[src/rtl/smm_driver_if.sv]
// rtl/smm_driver_if.sv - element streams and core bus between smm_driver and its neighbours
interface smm_driver_if #(
  parameter int DATAWIDTH = 32,
  parameter int BUSWIDTH  = 4*DATAWIDTH
);
  logic                 in_valid;
  logic                 in_ready;
  logic [DATAWIDTH-1:0] in_data;
  logic                 in_mode;
  logic                 out_valid;
  logic                 out_ready;
  logic [DATAWIDTH-1:0] out_data;
  logic                 out_last;
  logic [BUSWIDTH-1:0]  smm_A;
  logic [BUSWIDTH-1:0]  smm_B;
  logic [BUSWIDTH-1:0]  smm_C;
  logic                 smm_load;
  logic                 smm_sel;

  modport master (
    input  in_valid, in_data, in_mode, out_ready, smm_C,
    output in_ready, out_valid, out_data, out_last, smm_A, smm_B, smm_load, smm_sel
  );

  modport slave (
    output in_valid, in_data, in_mode, out_ready, smm_C,
    input  in_ready, out_valid, out_data, out_last, smm_A, smm_B, smm_load, smm_sel
  );
endinterface

[src/rtl/smm_driver.sv]
// rtl/smm_driver.sv - serial-to-packed job sequencer for the 2x2 Strassen multiply core
// Optional macro SMM_DRV_CNT_EN adds the jobs_done completed-job counter port.
module smm_driver #(
  parameter int DATAWIDTH = 32,
  parameter int BUSWIDTH  = 4*DATAWIDTH,
  parameter int CORE_LAT  = 4
) (
  input  logic         clk,
  input  logic         rst,
  smm_driver_if.master bus,
  output logic         busy
`ifdef SMM_DRV_CNT_EN
  ,
  output logic [15:0]  jobs_done
`endif
);
  typedef enum logic [1:0] {COLLECT, ISSUE, WAIT, DRAIN} state_t;
  localparam logic [7:0] LAT = 8'(CORE_LAT);

  state_t              state, state_nxt;
  logic [2:0]          idx;
  logic [1:0]          oidx;
  logic [7:0]          cnt;
  logic                mode;
  logic [BUSWIDTH-1:0] res;
  logic                in_fire, out_fire, last_in, last_out;
  logic [1:0]          a_blk, b_blk, o_blk;

  assign in_fire  = bus.in_valid && bus.in_ready;
  assign out_fire = bus.out_valid && bus.out_ready;
  assign last_in  = (idx == (mode ? 3'd5 : 3'd7));
  assign last_out = (oidx == (mode ? 2'd1 : 2'd3));
  assign a_blk    = idx[1:0];
  // Matrix x vector places b0/b1 in column 0 of B (blocks 0 and 2); y0/y1 come back there too.
  assign b_blk    = mode ? {idx[0], 1'b0} : idx[1:0];
  assign o_blk    = mode ? {oidx[0], 1'b0} : oidx;

  assign bus.smm_sel = mode;
  assign busy        = (state != COLLECT) || (idx != 3'd0);

  always_ff @(posedge clk) begin
    if (rst) state <= COLLECT;
    else     state <= state_nxt;
  end

  always_comb begin
    state_nxt     = state;
    bus.in_ready  = 1'b0;
    bus.out_valid = 1'b0;
    bus.out_last  = 1'b0;
    bus.smm_load  = 1'b0;
    case (state)
      COLLECT: begin
        bus.in_ready = 1'b1;
        if (in_fire && last_in) state_nxt = ISSUE;
      end
      ISSUE: begin
        bus.smm_load = 1'b1;
        state_nxt    = WAIT;
      end
      WAIT: begin
        if (cnt == LAT) state_nxt = DRAIN;
      end
      DRAIN: begin
        bus.out_valid = 1'b1;
        bus.out_last  = last_out;
        if (out_fire && last_out) state_nxt = COLLECT;
      end
      default: state_nxt = COLLECT;
    endcase
  end

  always_comb begin
    bus.out_data = '0;
    for (int k = 0; k < 4; k++) begin
      if (bus.out_valid && o_blk == 2'(k)) bus.out_data = res[k*DATAWIDTH +: DATAWIDTH];
    end
  end

  always_ff @(posedge clk) begin
    if (rst) begin
      idx       <= '0;
      oidx      <= '0;
      cnt       <= '0;
      mode      <= 1'b0;
      res       <= '0;
      bus.smm_A <= '0;
      bus.smm_B <= '0;
    end else begin
      case (state)
        COLLECT: begin
          if (in_fire) begin
            idx <= last_in ? 3'd0 : idx + 3'd1;
            // A new job clears B so unused matrix x vector blocks read as zero.
            if (idx == 3'd0) begin
              mode      <= bus.in_mode;
              bus.smm_B <= '0;
            end
            for (int k = 0; k < 4; k++) begin
              if (!idx[2] && a_blk == 2'(k)) bus.smm_A[k*DATAWIDTH +: DATAWIDTH] <= bus.in_data;
              if (idx[2] && b_blk == 2'(k))  bus.smm_B[k*DATAWIDTH +: DATAWIDTH] <= bus.in_data;
            end
          end
        end
        ISSUE: cnt <= 8'd1;
        WAIT: begin
          cnt <= cnt + 8'd1;
          if (cnt == LAT) res <= bus.smm_C;
        end
        DRAIN: begin
          if (out_fire) oidx <= last_out ? 2'd0 : oidx + 2'd1;
        end
        default: ;
      endcase
    end
  end

`ifdef SMM_DRV_CNT_EN
  always_ff @(posedge clk) begin
    if (rst)                           jobs_done <= '0;
    else if (out_fire && bus.out_last) jobs_done <= jobs_done + 16'd1;
  end
`endif
endmodule

[src/flat_wrapper.sv]
// flat-port wrapper written by rule: the top's interface ports become plain ports
module smm_driver_flat 
#(
  parameter int DATAWIDTH = 32,
  parameter int BUSWIDTH  = 4*DATAWIDTH,
  parameter int CORE_LAT  = 4
)
  (clk, rst, busy, bus_in_valid, bus_in_data, bus_in_mode, bus_out_ready, bus_smm_C, bus_in_ready, bus_out_valid, bus_out_data, bus_out_last, bus_smm_A, bus_smm_B, bus_smm_load, bus_smm_sel);
  smm_driver_if #(.DATAWIDTH(DATAWIDTH), .BUSWIDTH(BUSWIDTH)) bus_i ();
  input  logic clk;
  input  logic rst;
  output logic busy;
  input wire logic [$bits(bus_i.in_valid)-1:0] bus_in_valid;
  input wire logic [$bits(bus_i.in_data)-1:0] bus_in_data;
  input wire logic [$bits(bus_i.in_mode)-1:0] bus_in_mode;
  input wire logic [$bits(bus_i.out_ready)-1:0] bus_out_ready;
  input wire logic [$bits(bus_i.smm_C)-1:0] bus_smm_C;
  output wire logic [$bits(bus_i.in_ready)-1:0] bus_in_ready;
  output wire logic [$bits(bus_i.out_valid)-1:0] bus_out_valid;
  output wire logic [$bits(bus_i.out_data)-1:0] bus_out_data;
  output wire logic [$bits(bus_i.out_last)-1:0] bus_out_last;
  output wire logic [$bits(bus_i.smm_A)-1:0] bus_smm_A;
  output wire logic [$bits(bus_i.smm_B)-1:0] bus_smm_B;
  output wire logic [$bits(bus_i.smm_load)-1:0] bus_smm_load;
  output wire logic [$bits(bus_i.smm_sel)-1:0] bus_smm_sel;
  assign bus_i.in_valid = bus_in_valid;
  assign bus_i.in_data = bus_in_data;
  assign bus_i.in_mode = bus_in_mode;
  assign bus_i.out_ready = bus_out_ready;
  assign bus_i.smm_C = bus_smm_C;
  assign bus_in_ready = bus_i.in_ready;
  assign bus_out_valid = bus_i.out_valid;
  assign bus_out_data = bus_i.out_data;
  assign bus_out_last = bus_i.out_last;
  assign bus_smm_A = bus_i.smm_A;
  assign bus_smm_B = bus_i.smm_B;
  assign bus_smm_load = bus_i.smm_load;
  assign bus_smm_sel = bus_i.smm_sel;
  smm_driver #(.DATAWIDTH(DATAWIDTH), .BUSWIDTH(BUSWIDTH), .CORE_LAT(CORE_LAT)) u_core (.clk(clk), .rst(rst), .bus(bus_i), .busy(busy));
endmodule
[config.mk]
export PLATFORM = sky130hd
export DESIGN_NAME = smm_driver_flat
export DESIGN_NICKNAME = d
export VERILOG_FILES = /design/src/rtl/smm_driver_if.sv /design/src/rtl/smm_driver.sv /design/src/flat_wrapper.sv
export SDC_FILE = /design/constraint.sdc
export NUM_CORES = 1
export LEC_CHECK = 0
export ABC_AREA = 1
export CAP_MARGIN = 20
export CORE_ASPECT_RATIO = 1.5
export CORE_MARGIN = 2
export CORE_UTILIZATION = 45
export CTS_CLUSTER_SIZE = 20
export DETAILED_ROUTE_END_ITERATION = 16
export HOLD_SLACK_MARGIN = 0.08
export PLACE_DENSITY = 0.77
export SYNTH_ARGS = -nofsm -noshare
export SYNTH_HDL_FRONTEND = slang
export SYNTH_SLANG_ARGS = --single-unit
export TNS_END_PERCENT = 1
[constraint.sdc]
create_clock -name clk -period 3.6 [get_ports clk]
set_input_delay 0.36 -clock clk [delete_from_list [all_inputs] [get_ports clk]]
set_output_delay 0.36 -clock clk [all_outputs]
set_load 0.005 [all_outputs]
Word-level counts from Yosys, hierarchy flattened
Index checks and enable logic that the tools add are counted.
{ "word_totals": {"register_bits": 400, "in_bits": 165, "output_inout_bits": 294, "word_cells": 102} }
{ "classes": {"n_addsub": 3, "eq_ne": 18, "mux": 24, "reduce_logical": 43} }
{ "op_table": {"columns": ["cell", "count"], "rows": [
  ["32-bit 2-to-1 mux", 8],
  ["128-bit 2-to-1 mux", 1],
  ["3-bit AND reduction", 10],
  ["2-bit equality test (second input constant)", 8],
  ["1-bit logical AND", 16],
  ["2-bit 2-to-1 mux", 8],
  ["8-bit case mux with 2 select lines", 1],
  ["2-bit nonzero test", 6],
  ["8-bit by 1-bit adder with 8-bit output (second input constant)", 1],
  ["2-bit by 1-bit equality test with 1-bit output (second input constant)", 4],
  ["8-bit by 3-bit equality test with 1-bit output (second input constant)", 1],
  ["2-bit zero test", 4],
  ["2-bit case mux with 4 select lines", 1],
  ["2-bit by 1-bit != test with 1-bit output (second input constant)", 3],
  ["2-bit AND reduction", 3],
  ["1-bit 2-to-1 mux", 4],
  ["3-bit by 1-bit adder with 3-bit output (second input constant)", 1],
  ["3-bit equality test", 1],
  ["3-bit zero test", 1],
  ["3-bit 2-to-1 mux", 1],
  ["3-bit nonzero test", 1],
  ["2-bit by 1-bit adder with 2-bit output (second input constant)", 1],
  ["2-bit equality test", 1],
  ["1-bit zero test", 1],
  ["1-bit logical OR", 1]
]} }

Longest topological paths before layout
{ "logic_depth": {"depth_word": 7, "mapped_depth": 11, "mapped_depth_nobuf": 11} }

Worst setup path after synthesis
OpenSTA, ideal clock, no wires.
{ "synth_path": {"kind": "reg2reg", "startpoint": "reg u_core.state[0]", "endpoint": "reg u_core.bus.smm_B[100]", "arrival_ns": 1.651, "path_slack_ns": 1.878, "stages_incl_launch_ff": 12, "cell_sequence": "dfxtp_1 > inv_1 > ha_1 > nand2_4 > inv_2 > buf_4 > nand2_1 > nand2_1 > inv_2 > buf_2 > nand2_1 > a21oi_1"} }
{ "synth_between": {"elab_chain_cells": 4} }
{ "synth_rtl": {"columns": ["element", "line", "text"], "rows": [
  ["start, declared", "smm_driver.sv:20", "state_t state, state_nxt;"],
  ["start signal, assigned", "smm_driver.sv:43", "else state <= state_nxt;"],
  ["2-bit zero test", "smm_driver.sv:52", "case (state)"],
  ["1-bit 2-to-1 mux", "smm_driver.sv:52", null],
  ["named net bus_in_ready", "flat_wrapper.sv:18", "output wire logic [$bits(bus_i.in_ready)-1:0] bus_in_ready;"],
  ["1-bit logical AND", "smm_driver.sv:29", "assign in_fire = bus.in_valid && bus.in_ready;"],
  ["3-bit AND reduction (no line)", null, null],
  ["end signal, assigned by index", "smm_driver.sv:101", "if (idx[2] && b_blk == 2'(k)) bus.smm_B[k*DATAWIDTH +: DATAWIDTH] <= bus.in_data;"],
  ["end, declared", "smm_driver_if.sv:22", "output in_ready, out_valid, out_data, out_last, smm_A, smm_B, smm_load, smm_sel"]
]} }
The timed path passes the listed nets, and every way through them passes these cells.
A chain may end at the register's enable or synchronous reset.

Worst setup path in the final report
{ "layout_path": {"startpoint": "reg u_core.mode, in the netlist u_core.bus.smm_sel", "endpoint": "out bus_out_data[23]"} }
{ "layout_between": {"elab_chain_cells": 7, "elab_cells_between_ends": 13} }
{ "layout_rtl": {"columns": ["element", "line", "text"], "rows": [
  ["start, declared", "smm_driver.sv:24", "logic mode;"],
  ["start signal, assigned", "smm_driver.sv:96", "mode <= bus.in_mode;"],
  ["2-bit 2-to-1 mux *", "smm_driver.sv:36", "assign o_blk = mode ? {oidx[0], 1'b0} : oidx;"],
  ["2-bit zero test", "smm_driver.sv:76", "if (bus.out_valid && o_blk == 2'(k)) bus.out_data = res[k*DATAWIDTH +: DATAWIDTH];"],
  ["1-bit logical AND", "smm_driver.sv:76", null],
  ["32-bit 2-to-1 mux (3 in a row)", "smm_driver.sv:76", null],
  ["32-bit 2-to-1 mux *", "smm_driver.sv:76", null],
  ["end, declared", "flat_wrapper.sv:20", "output wire logic [$bits(bus_i.out_data)-1:0] bus_out_data;"]
]} }
Every way passes the cells marked *; elsewhere a longest branch is shown, timed or not.

==> metrics list <==
* Global-route track usage on met1: between 30% and 40%
- The synthesized design devotes to its leading area cell type 53.0% of total area.
- At the later pin of the worst-skew pair, clock insertion delay measures approximately 0.54 ns.
- The worst setup path is launched from a register.
* Remaining number of nets flagged by the antenna check after routing: 0
* Clock input transition at the sequential cells of the worst setup and hold paths: around 0.070 ns
* Syn_nets: 2115
* CTS root buffer: clkbuf_16
* Synth Register Bits: 400
* Average footprint of a synthesized cell: 7.79 um^2
- The Yosys step of the flow raised 0 warnings.
- The post-route netlist has 4.64% of its cells at a drive strength greater than 1.
- The number of setup buffers added after CTS is 0.
- Total wire length: between 50 and 60 mm
- Number of input and output port buffers inserted: 458
- With fillers left out, the area of the finished cells amounts to 21200 um^2.
* Total placed instance area: 19800 um^2
* Detailed-route via count: about 15k
- M2 GR Usage: 48.0%
* Violation count after the first detailed-route iteration: 1005
* Clock skew after layout: 0.0225 ns
- Count of flip-flops with a built-in enable after synthesis: 0
* Most common flop cell mapped by yosys: dfxtp_1
* RSZ-0062 raised after global routing: false
- Sequential fraction of the synthesis area: between 50% and 60%
* Endpoint class of the critical path: output port
- Static timing analysis puts the maximum clock frequency at 308 MHz.
- Headroom to the max-slew limit: 27.7%
- From synthesis to final layout, the design area changed by 40.3%.
- Floorplan die height: 228 um
- TritonCTS built the clock tree.
- Boundary pin count: 459
- Ranked by total cell area, the synthesized netlist is headed by dfxtp_1 (53%), a21oi_1 (13%), nand2_1 (10%).
- In the routed design, unresolved DRC markers number 0.
- For the pin with the worst max-slew slack, the measured transition is 1.08 ns.
- # nets final: 2496
- The tool flagged a number of max-cap violations equal to 0.
- FP Rows: 82
- Largest net degree at the start of global routing: 198
* FFs w/ async S/R, synth: 0%
* Crit Path Class: reg2out
- Count of H-tree levels built during CTS: 2
- Busiest grt layer: met2
* Library cells used by synthesis: 30
- The number of antenna violations at the first check in global routing came to 0.
* Max rail drop VDD: 0.450 mV
- Antenna cells: 0
- Global routing used 28.1% of the available tracks across all layers.
* Starting density of the core: 45.4%
- Number of global-route vias before repair: about 14k
- The first detailed-routing pass ran for 5 iterations.
- Post-synthesis cell area: 15100 um^2
* Remaining global-route overflow: 0
- From left edge to right edge, the die measures 154 um.
* Final hold violation count: 0
* Global-route met3 utilization: under 10%
* Largest area contributor in the netlist: dfxtp_1
* Instance count of the mapped netlist: ~1.9k
- The worst path uses 90.3% of the clock period.
- The region available for standard cell placement spans 33200 um^2.
- Counting every sink on the clock net gives 400.
- Fin Setup TNS: 0 ns
- Clock buffers created by TritonCTS: 38
- For the worst setup path, the data required time is 3.24 ns.
- Biggest fanout along the worst timing path: 18
- Final-report setup violation count: 0
* Mean routed wirelength per cell: 18.7 um
- Detailed Place HPWL: 36.2 mm
- The floorplan step defined a die boundary enclosing 35100 um^2.
* Leakage power: 7.46 nW
- Commonest cells in the netlist: nand2_1 (409), dfxtp_1 (400), a21oi_1 (390)
- In this run the deepest clock path goes through 3 buffers.
- Arrival time at the worst endpoint: 2.89 ns
* Power per unit of standard cell area: approximately 550 nW/um^2
* Via density per instance: 5.31
- By instance count, the leading cell after synthesis is nand2_1.
- The worst hold path belongs to the class in2reg.
- The number of max-slew violations in the final report was 0.
* Run status: completed
- Counting I/O delays and the setup requirement, the final critical path takes 3.25 ns.
- The congestion estimate from routability-driven global placement came to 0.887.
- The first global-routing pass estimated 79.1 mm of wire.
[per-stage QoR]
step	util [%]	worst slack, ns	power [mW]	std cells	hold WS [ns]
finish	63.7	0.350	11.7	2769	0.408
global route	63.7	0.204	12.2	2769	0.461
CTS	63.7	0.120	11.8	2769	0.399
detailed placement	59.6	0.673	7.50	2699	0.436
global placement	59.6	0.826	7.44	2699	0.433
floorplan	-	1.88	6.19	1938	0.424
[cell families after synthesis]
family                   share of synthesized area [%]
flip-flops                                        53.0
AND/OR/NAND/NOR                                   15.0
buffers and inverters                             8.82
AO/OA/AOI/OAI                                     22.1
adder cells (fa/ha/maj)                          0.994
[flip-flops by register name, indices dropped and copies added (netlist names)]
signal	count
u_core.bus.smm_A	128
u_core.bus.smm_B	128
u_core.bus.smm_sel	1
u_core.cnt	8
u_core.idx	3
u_core.oidx	2
u_core.res	128
u_core.state	2
[critical path: stages (launching register included)]
cell             delay, ns
dfxtp_1               0.51
inv_2                 0.14
nand2_1               0.27
nand3_4               0.29
buf_4                 0.30
o21ai_1               0.15
nand3b_1              0.15
clkdlybuf4s50_1       0.51
[placed cells by master (no fill, tap or decap), types with 3 or more instances in the layout]
master	synthesis	routed
buf_4	2	18
ha_1	12	12
inv_2	6	6
nand4_1	3	3
clkinv_2	0	8
nor2_1	26	26
clkbuf_8	0	9
nand3b_1	32	32
dfxtp_1	400	400
nor3_4	1	5
inv_1	185	185
nand3_1	47	46
bufinv_16	0	5
clkdlybuf4s50_1	0	457
o21ai_0	241	241
a211oi_1	3	3
clkinvlp_4	0	3
o21ai_1	26	26
clkbuf_1	78	4
clkbuf_16	0	39
a21oi_1	390	390
nand2_1	409	409
[path summary, 6_finish.rpt]
path	start	end	slack [ns]	cells past startpoint
max	u_core.bus.smm_sel	bus_out_data[23]	0.35	7
min	rst	u_core.bus.smm_B[77]	0.41	2
max reg2reg	u_core.state[0]	u_core.bus.smm_B[104]	0.98	9
min reg2reg	u_core.res[50]	u_core.res[50]	0.44	2
[power breakdown]
part           internal (mW)  switching [mW]  total [mW]
Clock                   2.55            1.76        4.31
Sequential              4.76           0.201        4.96
Combinational           1.03            1.44        2.47
[final cells by class]
type	count	area [um^2]
Clock buffer	52	1110
Clock inverter	18	245
Fill cell	2781	12100
Inverter	193	729
Multi-Input combinational cell	1209	5810
Sequential cell	400	8010
Tap cell	420	526
Timing Repair Buffer	477	4750
[layer usage]
metal  vias to the layer above  part of all wire [%]
met5                         -                     0
met4                         0                   4.6
met3                       109                   9.9
met2                       588                    49
met1                      6921                    37
li1                       7082                     -
[repair_timing]
item                       in CTS  in global routing
hold buffers                    0                  0
setup endpoints to repair       0                  1
gates resized for setup         0                  1
(Power assumes the default switching activity.)
